[src/rtl/spi_fpu_sequencer.sv]
// spi_fpu_sequencer: parses SPI frames into FPU commands {op, A, B} and streams the result back.
// Ports: clock/reset (sync, active-high); spi_active_i, rx_valid_i, rx_data_i from spi_rx;
//   tx_valid_o/tx_data_o/tx_ready_i byte handshake to spi_rx;
//   fpu_valid_o/fpu_ready_i, fpu_op_o, fpu_a_o, fpu_b_o command to the FPU;
//   fpu_result_valid_i, fpu_result_i, fpu_flags_i result from the FPU;
//   busy_o (not idle), error_o (sticky bad opcode, cleared at frame start).
module spi_fpu_sequencer #(
  parameter int DATA_BYTES = 4,
  parameter int NUM_OPS = 8
) (
  input  logic                    clock,
  input  logic                    reset,
  input  logic                    spi_active_i,
  input  logic                    rx_valid_i,
  input  logic [7:0]              rx_data_i,
  output logic                    tx_valid_o,
  output logic [7:0]              tx_data_o,
  input  logic                    tx_ready_i,
  output logic                    fpu_valid_o,
  input  logic                    fpu_ready_i,
  output logic [7:0]              fpu_op_o,
  output logic [8*DATA_BYTES-1:0] fpu_a_o,
  output logic [8*DATA_BYTES-1:0] fpu_b_o,
  input  logic                    fpu_result_valid_i,
  input  logic [8*DATA_BYTES-1:0] fpu_result_i,
  input  logic [4:0]              fpu_flags_i,
  output logic                    busy_o,
  output logic                    error_o
);
  localparam int W = 8 * DATA_BYTES;
  localparam int CW = $clog2(DATA_BYTES + 1);
  localparam logic [CW-1:0] LAST = CW'(DATA_BYTES - 1);
  localparam logic [CW-1:0] FULL = CW'(DATA_BYTES);
  localparam logic [8:0] NOPS = 9'(NUM_OPS);
  typedef enum logic [2:0] {IDLE, CMD, OPA, OPB, ISSUE, WAIT, SEND, DRAIN} state_t;
  state_t state_q;
  logic act_q, abort_q, tx_valid_q, fpu_valid_q, error_q;
  logic [CW-1:0] cnt_q;
  logic [7:0] tx_data_q, op_q;
  logic [W-1:0] a_q, b_q, res_q;
  logic [4:0] flags_q;
  logic rise, drop;
  assign rise = spi_active_i & ~act_q;
  assign drop = ~spi_active_i & act_q;
  assign tx_valid_o = tx_valid_q;
  assign tx_data_o = tx_data_q;
  assign fpu_valid_o = fpu_valid_q;
  assign fpu_op_o = op_q;
  assign fpu_a_o = a_q;
  assign fpu_b_o = b_q;
  assign busy_o = state_q != IDLE;
  assign error_o = error_q;
  always_ff @(posedge clock) begin
    if (reset) begin
      state_q <= IDLE;
      act_q <= 1'b0;
      abort_q <= 1'b0;
      tx_valid_q <= 1'b0;
      fpu_valid_q <= 1'b0;
      error_q <= 1'b0;
      cnt_q <= '0;
      tx_data_q <= '0;
      op_q <= '0;
      a_q <= '0;
      b_q <= '0;
      res_q <= '0;
      flags_q <= '0;
    end else begin
      act_q <= spi_active_i;
      case (state_q)
        IDLE: if (rise) begin
          state_q <= CMD;
          error_q <= 1'b0;
        end
        CMD: if (drop) state_q <= IDLE;
        else if (rx_valid_i) begin
          if ({1'b0, rx_data_i} < NOPS) begin
            op_q <= rx_data_i;
            cnt_q <= '0;
            state_q <= OPA;
          end else begin
            error_q <= 1'b1;
            state_q <= DRAIN;
          end
        end
        OPA: if (drop) state_q <= IDLE;
        else if (rx_valid_i) begin
          a_q <= (a_q << 8) | W'(rx_data_i);
          cnt_q <= cnt_q == LAST ? '0 : cnt_q + 1'b1;
          if (cnt_q == LAST) state_q <= OPB;
        end
        OPB: if (drop) state_q <= IDLE;
        else if (rx_valid_i) begin
          b_q <= (b_q << 8) | W'(rx_data_i);
          cnt_q <= cnt_q == LAST ? '0 : cnt_q + 1'b1;
          if (cnt_q == LAST) begin
            state_q <= ISSUE;
            fpu_valid_q <= 1'b1;
          end
        end
        // A dropped frame cannot withdraw an offered command; remember it and finish the exchange.
        ISSUE: begin
          if (drop) abort_q <= 1'b1;
          if (fpu_ready_i) begin
            fpu_valid_q <= 1'b0;
            state_q <= WAIT;
          end
        end
        WAIT: begin
          if (drop) abort_q <= 1'b1;
          if (fpu_result_valid_i) begin
            if (abort_q | drop) begin
              abort_q <= 1'b0;
              state_q <= IDLE;
            end else begin
              tx_valid_q <= 1'b1;
              tx_data_q <= fpu_result_i[W-1 -: 8];
              res_q <= fpu_result_i << 8;
              flags_q <= fpu_flags_i;
              cnt_q <= '0;
              state_q <= SEND;
            end
          end
        end
        // res_q holds the bytes still to send, MSB aligned; the status byte follows the last one.
        SEND: if (drop) begin
          tx_valid_q <= 1'b0;
          state_q <= IDLE;
        end else if (tx_ready_i) begin
          if (cnt_q == FULL) begin
            tx_valid_q <= 1'b0;
            cnt_q <= '0;
            state_q <= CMD;
          end else begin
            tx_data_q <= cnt_q == LAST ? {3'b0, flags_q} : res_q[W-1 -: 8];
            res_q <= res_q << 8;
            cnt_q <= cnt_q + 1'b1;
          end
        end
        DRAIN: if (drop) state_q <= IDLE;
        default: state_q <= IDLE;
      endcase
    end
  end
endmodule

[config.mk]
export PLATFORM = sky130hd
export DESIGN_NAME = spi_fpu_sequencer
export DESIGN_NICKNAME = d
export VERILOG_FILES = /design/src/rtl/spi_fpu_sequencer.sv
export SDC_FILE = /design/constraint.sdc
export NUM_CORES = 1
export LEC_CHECK = 0
export CAP_MARGIN = 0
export CORE_UTILIZATION = 40
export CTS_BUF_LIST = sky130_fd_sc_hd__clkbuf_2
export CTS_CLUSTER_DIAMETER = 30
export DETAILED_ROUTE_END_ITERATION = 8
export DONT_BUFFER_PORTS = 1
export PLACE_DENSITY_LB_ADDON = 0.1
export SLEW_MARGIN = 20
export SYNTH_ARGS = -nofsm -noshare
export SYNTH_HDL_FRONTEND = slang
export SYNTH_SLANG_ARGS = --single-unit
[constraint.sdc]
create_clock -name clock -period 2.8 [get_ports clock]
set_clock_uncertainty 0.15 [all_clocks]
set_input_delay 0.7 -clock clock [delete_from_list [all_inputs] [get_ports clock]]
set_output_delay 0.7 -clock clock [all_outputs]
set_load 0.005 [all_outputs]
=== Word-level counts from Yosys, hierarchy flattened ===
Index checks and enable logic that the tools add are counted.
Widths: inputs -> output; s select.

* Register bits: 128
* Word-level logic and storage cells: 138

* Bitwise gates (word level): 9
* Add/subtract/negate cells: 1
* Mux-type cells: 63
* Eq/ne operators: 33
* $lt $le $gt $ge: 1
* Reductions and logical operators: 18

{| class="wikitable"
|+ Operators by type and width
! kind !! number
|-
| $mux 32 || 5
|-
| $mux 3 || 28
|-
| $or 32x8->32 || 2
|-
| $pmux 32 s2 || 1
|-
| $mux 8 || 6
|-
| $ne 2x2->1 const B || 16
|-
| $pmux 3 s8 || 1
|-
| $ne 3x3->1 const B || 7
|-
| $mux 1 || 16
|-
| $pmux 8 s2 || 1
|-
| $eq 3x3->1 const B || 5
|-
| $reduce_and 5->1 || 3
|-
| $pmux 3 s4 || 1
|-
| $reduce_and 11->1 || 1
|-
| $reduce_and 10->1 || 1
|-
| $eq 3x2->1 const B || 3
|-
| $reduce_and 3->1 || 3
|-
| $lt 8x4->1 const B || 1
|-
| $pmux 1 s2 || 4
|-
| $reduce_bool 2->1 || 4
|-
| $reduce_and 6->1 || 1
|-
| $not 1->1 || 4
|-
| $reduce_and 4->1 || 1
|-
| $reduce_bool 4->1 || 1
|-
| 8 further kinds || 9
|}

=== Depth between registers and ports, before layout ===
Gate-level depths: netlist of the first run.

* Depth in word-level cells: 6
* Depth in mapped cells: 8

=== Worst setup path after synthesis of the first run ===
No wires, ideal clock.

* Kind: input to register
* From: input port fpu_result_valid_i
* To: register res_q[11]
* Data required time: 2.522 ns
* Setup time: 0.128 ns
* Setup slack: 0.578 ns
* Arrival: 1.945 ns
* Cell stages on the path: 6
* Buffers on the path: 1
* Path through: nand2_1 -> or3b_4 -> a211o_1 -> buf_2 -> a22oi_1 -> nor2_1

* Cells in the longest elaborated chain, start to end: 2

{| class="wikitable"
|+ Ends and longest elaborated chain
! element !! line !! source
|-
| start: declaration || 24 || <nowiki>input logic fpu_result_valid_i,</nowiki>
|-
| $ne 2x2->1 (no line) || -- ||
|-
| $reduce_and 6->1 (no line) || -- ||
|-
| end signal: assignment || 118 || <nowiki>res_q <= fpu_result_i << 8;</nowiki>
|-
| end signal: assignment || 136 || <nowiki>res_q <= res_q << 8;</nowiki>
|-
| end: declaration || 40 || <nowiki>logic [W-1:0] a_q, b_q, res_q;</nowiki>
|}

Every way passes these cells.
A chain may end at the register's enable or synchronous reset.

=== Worst setup path after layout of the first run ===
* From: register state_q[2]
* To: register b_q[2] (netlist: fpu_b_o[2])

* Cells in the longest elaborated chain, start to end: 2

{| class="wikitable"
|+ Ends and longest elaborated chain
! element !! line !! source
|-
| start: declaration || 36 || <nowiki>state_t state_q;</nowiki>
|-
| start signal: assignment || 55 || <nowiki>state_q <= IDLE;</nowiki>
|-
| start signal: assignment || 72 || <nowiki>state_q <= CMD;</nowiki>
|-
| start signal: assignment || 75 || <nowiki>CMD: if (drop) state_q <= IDLE;</nowiki>
|-
| $eq 3x2->1 || 70 || <nowiki>case (state_q)</nowiki>
|-
| $reduce_and 3->1 (no line) || -- ||
|-
| end signal: assignment || 94 || <nowiki>b_q <= (b_q << 8) | W'(rx_data_i);</nowiki>
|-
| end: declaration || 40 ||
|}

Every way passes these cells.

==> results of run 1 <==
==> synth_stat cells (7+ instances only) <==
cell,count,area (um2)
nand3_1,7,35.0
nor2_1,47,176
mux2i_1,15,150
a22oi_1,8,60.1
dfxtp_1,120,2400
clkbuf_1,37,139
o211ai_1,7,52.6
a21oi_1,76,380
nor3_1,8,40.0
nand2_1,182,683
a311oi_2,16,240
==> cell families (layout without fill, tap and decap cells) <==
kind of cell	count (synthesis)	in the layout
fa+ha+maj	4	4
buf+inv	52	98
mux	15	15
compound gates	127	127
flops	120	120
simple gates	277	277
==> metal layers <==
layer  part of all wire (%)  track usage, %  vias to the layer above  wire length, um
met5                      0               0                        -                0
met4                    1.3            7.02                        0              163
met3                    7.8            8.48                       14              968
met2                     44            29.1                      128             5530
met1                     46            25.9                     1937             5780
li1                       -               -                     2087                -
==> power by group through the flow <==
stage	registers, mW	clock network (mW)	logic (mW)
after floorplan	1.86	0	0.526
after detailed placement	1.87	0	0.633
final	1.83	1.14	0.719
after global placement	1.87	0	0.627
after CTS	1.83	1.18	0.716
after global routing	1.84	1.25	0.794
==> how the worst min path moves through the flow <==
stage | startpoint | end | slack, ns | depth (start not counted)
final | fpu_result_i[29] | tx_data_o[5] | 0.08 | 2
after global routing | reset | cnt_q[0] | 0.004 | 3
after CTS | fpu_result_i[17] | res_q[25] | 0.002 | 2
after detailed placement | fpu_b_o[25] | fpu_b_o[25] | 0.31 | 2
after global placement | fpu_b_o[25] | fpu_b_o[25] | 0.31 | 2
after floorplan | fpu_a_o[24] | fpu_a_o[24] | 0.30 | 2
==> per-stage QoR <==
stage                     area [um2]  hold slack (ns)
after CTS                       5700          0.00248
final                           5720           0.0782
after floorplan                 4900            0.303
after global routing            5720          0.00373
after global placement          5000            0.307
after detailed placement        5000            0.312
==> flip-flops by register name, indices dropped and copies added, names as in the netlist, 3 cells and up <==
register   count
flags_q        5
tx_data_o      8
cnt_q          3
res_q         24
fpu_a_o       32
fpu_op_o       8
state_q        3
fpu_b_o       32
==> what timing repair did <==
action / 4_1_cts / 5_1_grt
hold buffers: 44 / 2
setup endpoints to repair: 0 / 1
buffers inserted: 0 / 0
gates resized for setup: 0 / 1
endpoints found under the hold margin: 115 / 2
==> layout make-up <==
type                       instances  area [um2]  share of cell area [%]
sequential                       120        2400                    42.0
clock inverter                    10         128                    2.23
inverter                           5        18.8                   0.328
timing repair buffer              61         607                    10.6
tap                              147         184                    3.21
clock buffer                      22         110                    1.92
multi-input combinational        423        2270                    39.7
==> worst reg2reg max path, cell delays in order, from the launching register on <==
cell	delay, ns
dfxtp_1	0.35
buf_4	0.18
nand2b_1	0.28
nor2_1	0.26
and3_1	0.24
buf_6	0.26
nand2_1	0.10
a21oi_1	0.13
dlygate4sd3_1	0.56
==> impl_results.md, run 1 <==
* Crit end category: register
* Compound-Gate Fraction of Synth Area at 18.4%
* Clk buf depth at 2
* Sequential share of power at 49.7%
* Peak Freq at 0.395 GHz
* Worst path required time at 3.30 ns
* H-Tree Depth at 4
* Switch share at 30.0%
* Syn. warnings at 0
* Filler instances at 1200
* Commonest non-fill, non-tap cells in the layout: nand2_1, dfxtp_1, a21oi_1, nor2_1, dlygate4sd3_1
* Xor and xnor area share after synthesis at 0%
* Row count at 40
* Antenna violations before repair at 0
* CP Launch Type: register
* Critical-path cell list: buf_4 -> nand2b_1 -> nor2_1 -> and3_1 -> buf_6 -> nand2_1 -> a21oi_1 -> dlygate4sd3_1
* Tightest Pin Transition at 0.596 ns
* Ys async rst share at 0%
* Number of global-route vias before repair at 3841
* Pin count of the biggest net entering global routing at 110
* Clk sinks at 120
* Status: completed
* NetSw at 1.10 mW
* Layout cells sized above 1 at 10.8%
* Core area at 0.0120 mm2
* Synthesis-stage register bit count at 120
* Layout Cells excl Fill at 788
* Category of the most critical setup path: reg -> reg
* CP Buf/Inv Count at 3
* Tcrit/Tclk final at 90.4%
* Post-route setup TNS at 0 ns
* Fin. max-slew vios at 0
* Reg clk slew, reported paths at 0.18 ns
* Initial core utilization at 40.9%
* Number of enable flip-flop cells after synthesis at 0
* Critical Path Max Stage Delay at 0.56 ns
* Worst R2R Setup Slack at 0.27 ns
* Final setup violation count at 0
* Fin. Hold Viols at 0
* GRT Total Usage at 19.8%
* Router iterations before antenna repair at 5
* Cell count after placement at 710
* Post-synthesis mux area share at 3.07%
* Count of cell types in the netlist at 45
* Vias at 4166
* # IOs at 136
* CP Depth at 8
* Die Wd at 113 um
* Cell family with most CP delay: buffers and inverters
* Vias per std cell at 5.29
* Clock Power Share at 30.8%
* Synth Area in Simple Gates at 23.8%
* Crit path DAT at 3.03 ns
* Clk Latency, worst-skew pair at 0.68 ns
* Worst Hold Class: in -> reg
* Adder-cell share of the synthesized area at 1.02%
* Max-cap check violation count at 0
* Logic pwr share at 19.5%
* Reg2reg path depth at 8
* Internal power at 2.58 mW
* Main synth FF type: dfxtp_1
* Residual DRC at 0
* CP max FO at 32
* Drt initial violations at 269
* DIE AREA at 0.0127 mm2
* Remaining antenna violation count at 0
* Leakage at 1.92 nW
* Num CTS Buffers at 17
* Post-Syn Area at 0.00490 mm2
* VDD IR max at 356 uV
* Fraction of the yosys area taken by sequential cells at 49.1%
* Grt total ovfl at 0
* Final WL at 12400 um
* ANT cells at 0
* Largest family of logic cells by synthesized area: simple AND/OR/NAND/NOR gates
* Routability congestion estimate at 0.792
* Power after layout at 3.69 mW
* Synth Net Count at 651
* P per Cell Area at 644 mW/mm2
* Worst slew margin at 60.3%
* CTS tree: done
* Nets at 684
* Unrepaired setup endpoints after global routing: false
* Layout area overhead at 16.8%
* Commonest non-fill, non-tap cell in the layout: nand2_1
* Crit path capture: fpu_b_o[2]
* Routed WL per cell at 15.8 um
* Detailed placer's ending HPWL at 7760 um
* Syn Area/Cell at 8.23 um2
* Critical Path Slowest Stage Cell: dlygate4sd3_1
* Critical R2R Capture: fpu_b_o[2]
* Final worst slack at 0.270 ns
* FF-to-FF Start: state_q[2]
* Finished Core Util at 47.8%
* IO Port Bufs at 0
* Die height at 113 um
* Dpl ws at 0.337 ns
* First-pass GRT wire length at 19700 um
* Min Tclk post-route at 2.53 ns
* Synthesized instance count at 595
* CTS root buf: clkbuf_2
* Setup crit start: state_q[2]
Note: power is estimated with default switching activity, not from simulation.
==> inputs of run 2 (changes only) <==
--- a/config.mk
+++ b/config.mk
@@ -10,4 +10,5 @@
 export CTS_BUF_LIST = sky130_fd_sc_hd__clkbuf_2
 export CTS_CLUSTER_DIAMETER = 30
+export CTS_CLUSTER_SIZE = 40
 export DETAILED_ROUTE_END_ITERATION = 8
 export DONT_BUFFER_PORTS = 1
==> constraint.sdc (replaced) <==
create_clock -name clock -period 2.8 [get_ports clock]
set_clock_uncertainty 0.15 [all_clocks]
set_input_delay 0.56 -clock clock [delete_from_list [all_inputs] [get_ports clock]]
set_output_delay 0.56 -clock clock [all_outputs]
set_load 0.005 [all_outputs]
==> impl_results.md, run 2 (same netlist as run 1, synthesis figures left out) <==
* Residual DRC at 0
* Row count at 40
* CP Depth at 7
* Power after layout at 3.66 mW
* Max-cap check violation count at 0
* Commonest non-fill, non-tap cell in the layout: nand2_1
* P per Cell Area at 639 mW/mm2
* Crit path DAT at 2.98 ns
* Critical R2R Capture: fpu_b_o[4]
* Status: completed
* Number of global-route vias before repair at 3854
* Final worst slack at 0.315 ns
* First-pass GRT wire length at 19900 um
* Dpl ws at 0.515 ns
* Num CTS Buffers at 17
* Layout area overhead at 17.0%
* Antenna violations before repair at 0
* Drt initial violations at 300
* Setup crit start: state_q[2]
* Tcrit/Tclk final at 88.7%
* Routability congestion estimate at 0.784
* # IOs at 136
* Die height at 113 um
* Fin. max-slew vios at 0
* Filler instances at 1206
* CP Buf/Inv Count at 2
* Leakage at 1.90 nW
* CTS root buf: clkbuf_2
* DIE AREA at 0.0127 mm2
* Reg2reg path depth at 7
* Min Tclk post-route at 2.48 ns
* CTS tree: done
* Crit path capture: fpu_b_o[4]
* Grt total ovfl at 0
* Nets at 686
* Critical Path Max Stage Delay at 0.57 ns
* Routed WL per cell at 15.9 um
* Detailed placer's ending HPWL at 7920 um
* Fin. Hold Viols at 0
* CP max FO at 32
* Post-CTS Setup Inserts at 0
* Multi-input logic area at 0.00227 mm2
* Cts repair resizes at 0
* Crit end category: register
* IO Port Bufs at 0
* Worst path required time at 3.30 ns
* ANT cells at 0
* Category of the most critical setup path: reg -> reg
* Vias per std cell at 5.32
* Reg clk slew, reported paths at 0.18 ns
* Final setup violation count at 0
* Peak Freq at 0.402 GHz
* VDD IR max at 317 uV
* Commonest non-fill, non-tap cells in the layout: nand2_1, dfxtp_1, a21oi_1, dlygate4sd3_1, nor2_1
* Clk sinks at 120
* Critical-path cell list: nand2b_1 -> nor2_1 -> and3_1 -> buf_4 -> nand2_1 -> a21oi_1 -> dlygate4sd3_1
* Worst R2R Setup Slack at 0.32 ns
* Worst Hold Class: in -> reg
* Post-route setup TNS at 0 ns
* Die Wd at 113 um
* Worst slew margin at 59.5%
* FF/Latch Area at 0.00240 mm2
* Pin count of the biggest net entering global routing at 118
* Clk Latency, worst-skew pair at 0.69 ns
* Design Area, Final at 0.00573 mm2
* Router iterations before antenna repair at 5
* CP Launch Type: register
* Vias at 4188
* Cell family with most CP delay: buffers and inverters
* Final WL at 12500 um
* Clk buf depth at 2
* Core area at 0.0120 mm2
* Initial core utilization at 40.9%
* Critical Path Slowest Stage Cell: dlygate4sd3_1
* Unrepaired setup endpoints after global routing: false
* FF-to-FF Start: state_q[2]
* GRT Total Usage at 20.3%
* DP Area at 0.00499 mm2
* Tightest Pin Transition at 0.608 ns
* Remaining antenna violation count at 0
* Layout cells sized above 1 at 10.0%
* H-Tree Depth at 4
[run 2: changes by cell type in the layout (fill, tap and decap cells not counted)]
cell / previous run / this run
buf_4: 13 / 12
buf_6: 1 / 0
clkinv_4: 1 / 2
dlygate4sd3_1: 45 / 49
clkbuf_2: 22 / 19
clkinv_2: 2 / 1
[run 2: metal layers]
layer	vias up	GRT usage, %	share of wire, %
met4	0	7.20	0.99
met3	12	8.48	7.7
met1	1964	25.5	45
li1	2085	-	-
met2	127	31.0	46
met5	-	0	0
[run 2: report_power, final]
part	switching [mW]	leakage [nW]	internal [mW]
clock network	0.624	0.138	0.483
logic	0.420	0.793	0.289
registers	0.0635	0.967	1.78
[run 2: metrics by stage]
stage,hold slack (ns),utilization (%),cells
global placement,0.305,41.7,708
finish,0.0822,47.9,787
detailed placement,0.311,41.7,708
global route,0.0152,47.9,787
CTS,0.00602,47.9,787
floorplan,0.303,-,595
[run 2: cell type report]
type	instances	share of cell area (%)
clock buffers	19	1.66
clock inverters	10	2.29
inverters	5	0.327
multi-input cells	423	39.6
flip-flops and latches	120	41.9
well taps	147	3.21
repair buffers	63	11.0
[run 2: worst register-to-register path: stages, from the launching register on]
cell	delay (ns)
dfxtp_1	0.43
nand2b_1	0.29
nor2_1	0.26
and3_1	0.22
buf_4	0.31
nand2_1	0.11
a21oi_1	0.13
dlygate4sd3_1	0.57
[run 2: worst min path at each step]
stage | slack (ns) | startpoint | depth (start not counted) | endpoint
after global routing | 0.02 | spi_active_i | 3 | error_o
after floorplan | 0.30 | fpu_a_o[24] | 2 | fpu_a_o[24]
after CTS | 0.006 | spi_active_i | 3 | error_o
after detailed placement | 0.31 | fpu_b_o[27] | 2 | fpu_b_o[27]
after global placement | 0.31 | fpu_b_o[24] | 2 | fpu_b_o[24]
final | 0.08 | tx_ready_i | 3 | tx_valid_o
[run 2: timing repair]
item | CTS | global route
hold endpoints to repair | 120 | 0
hold buffers | 50 | 0
endpoints found under the setup margin | 0 | 0
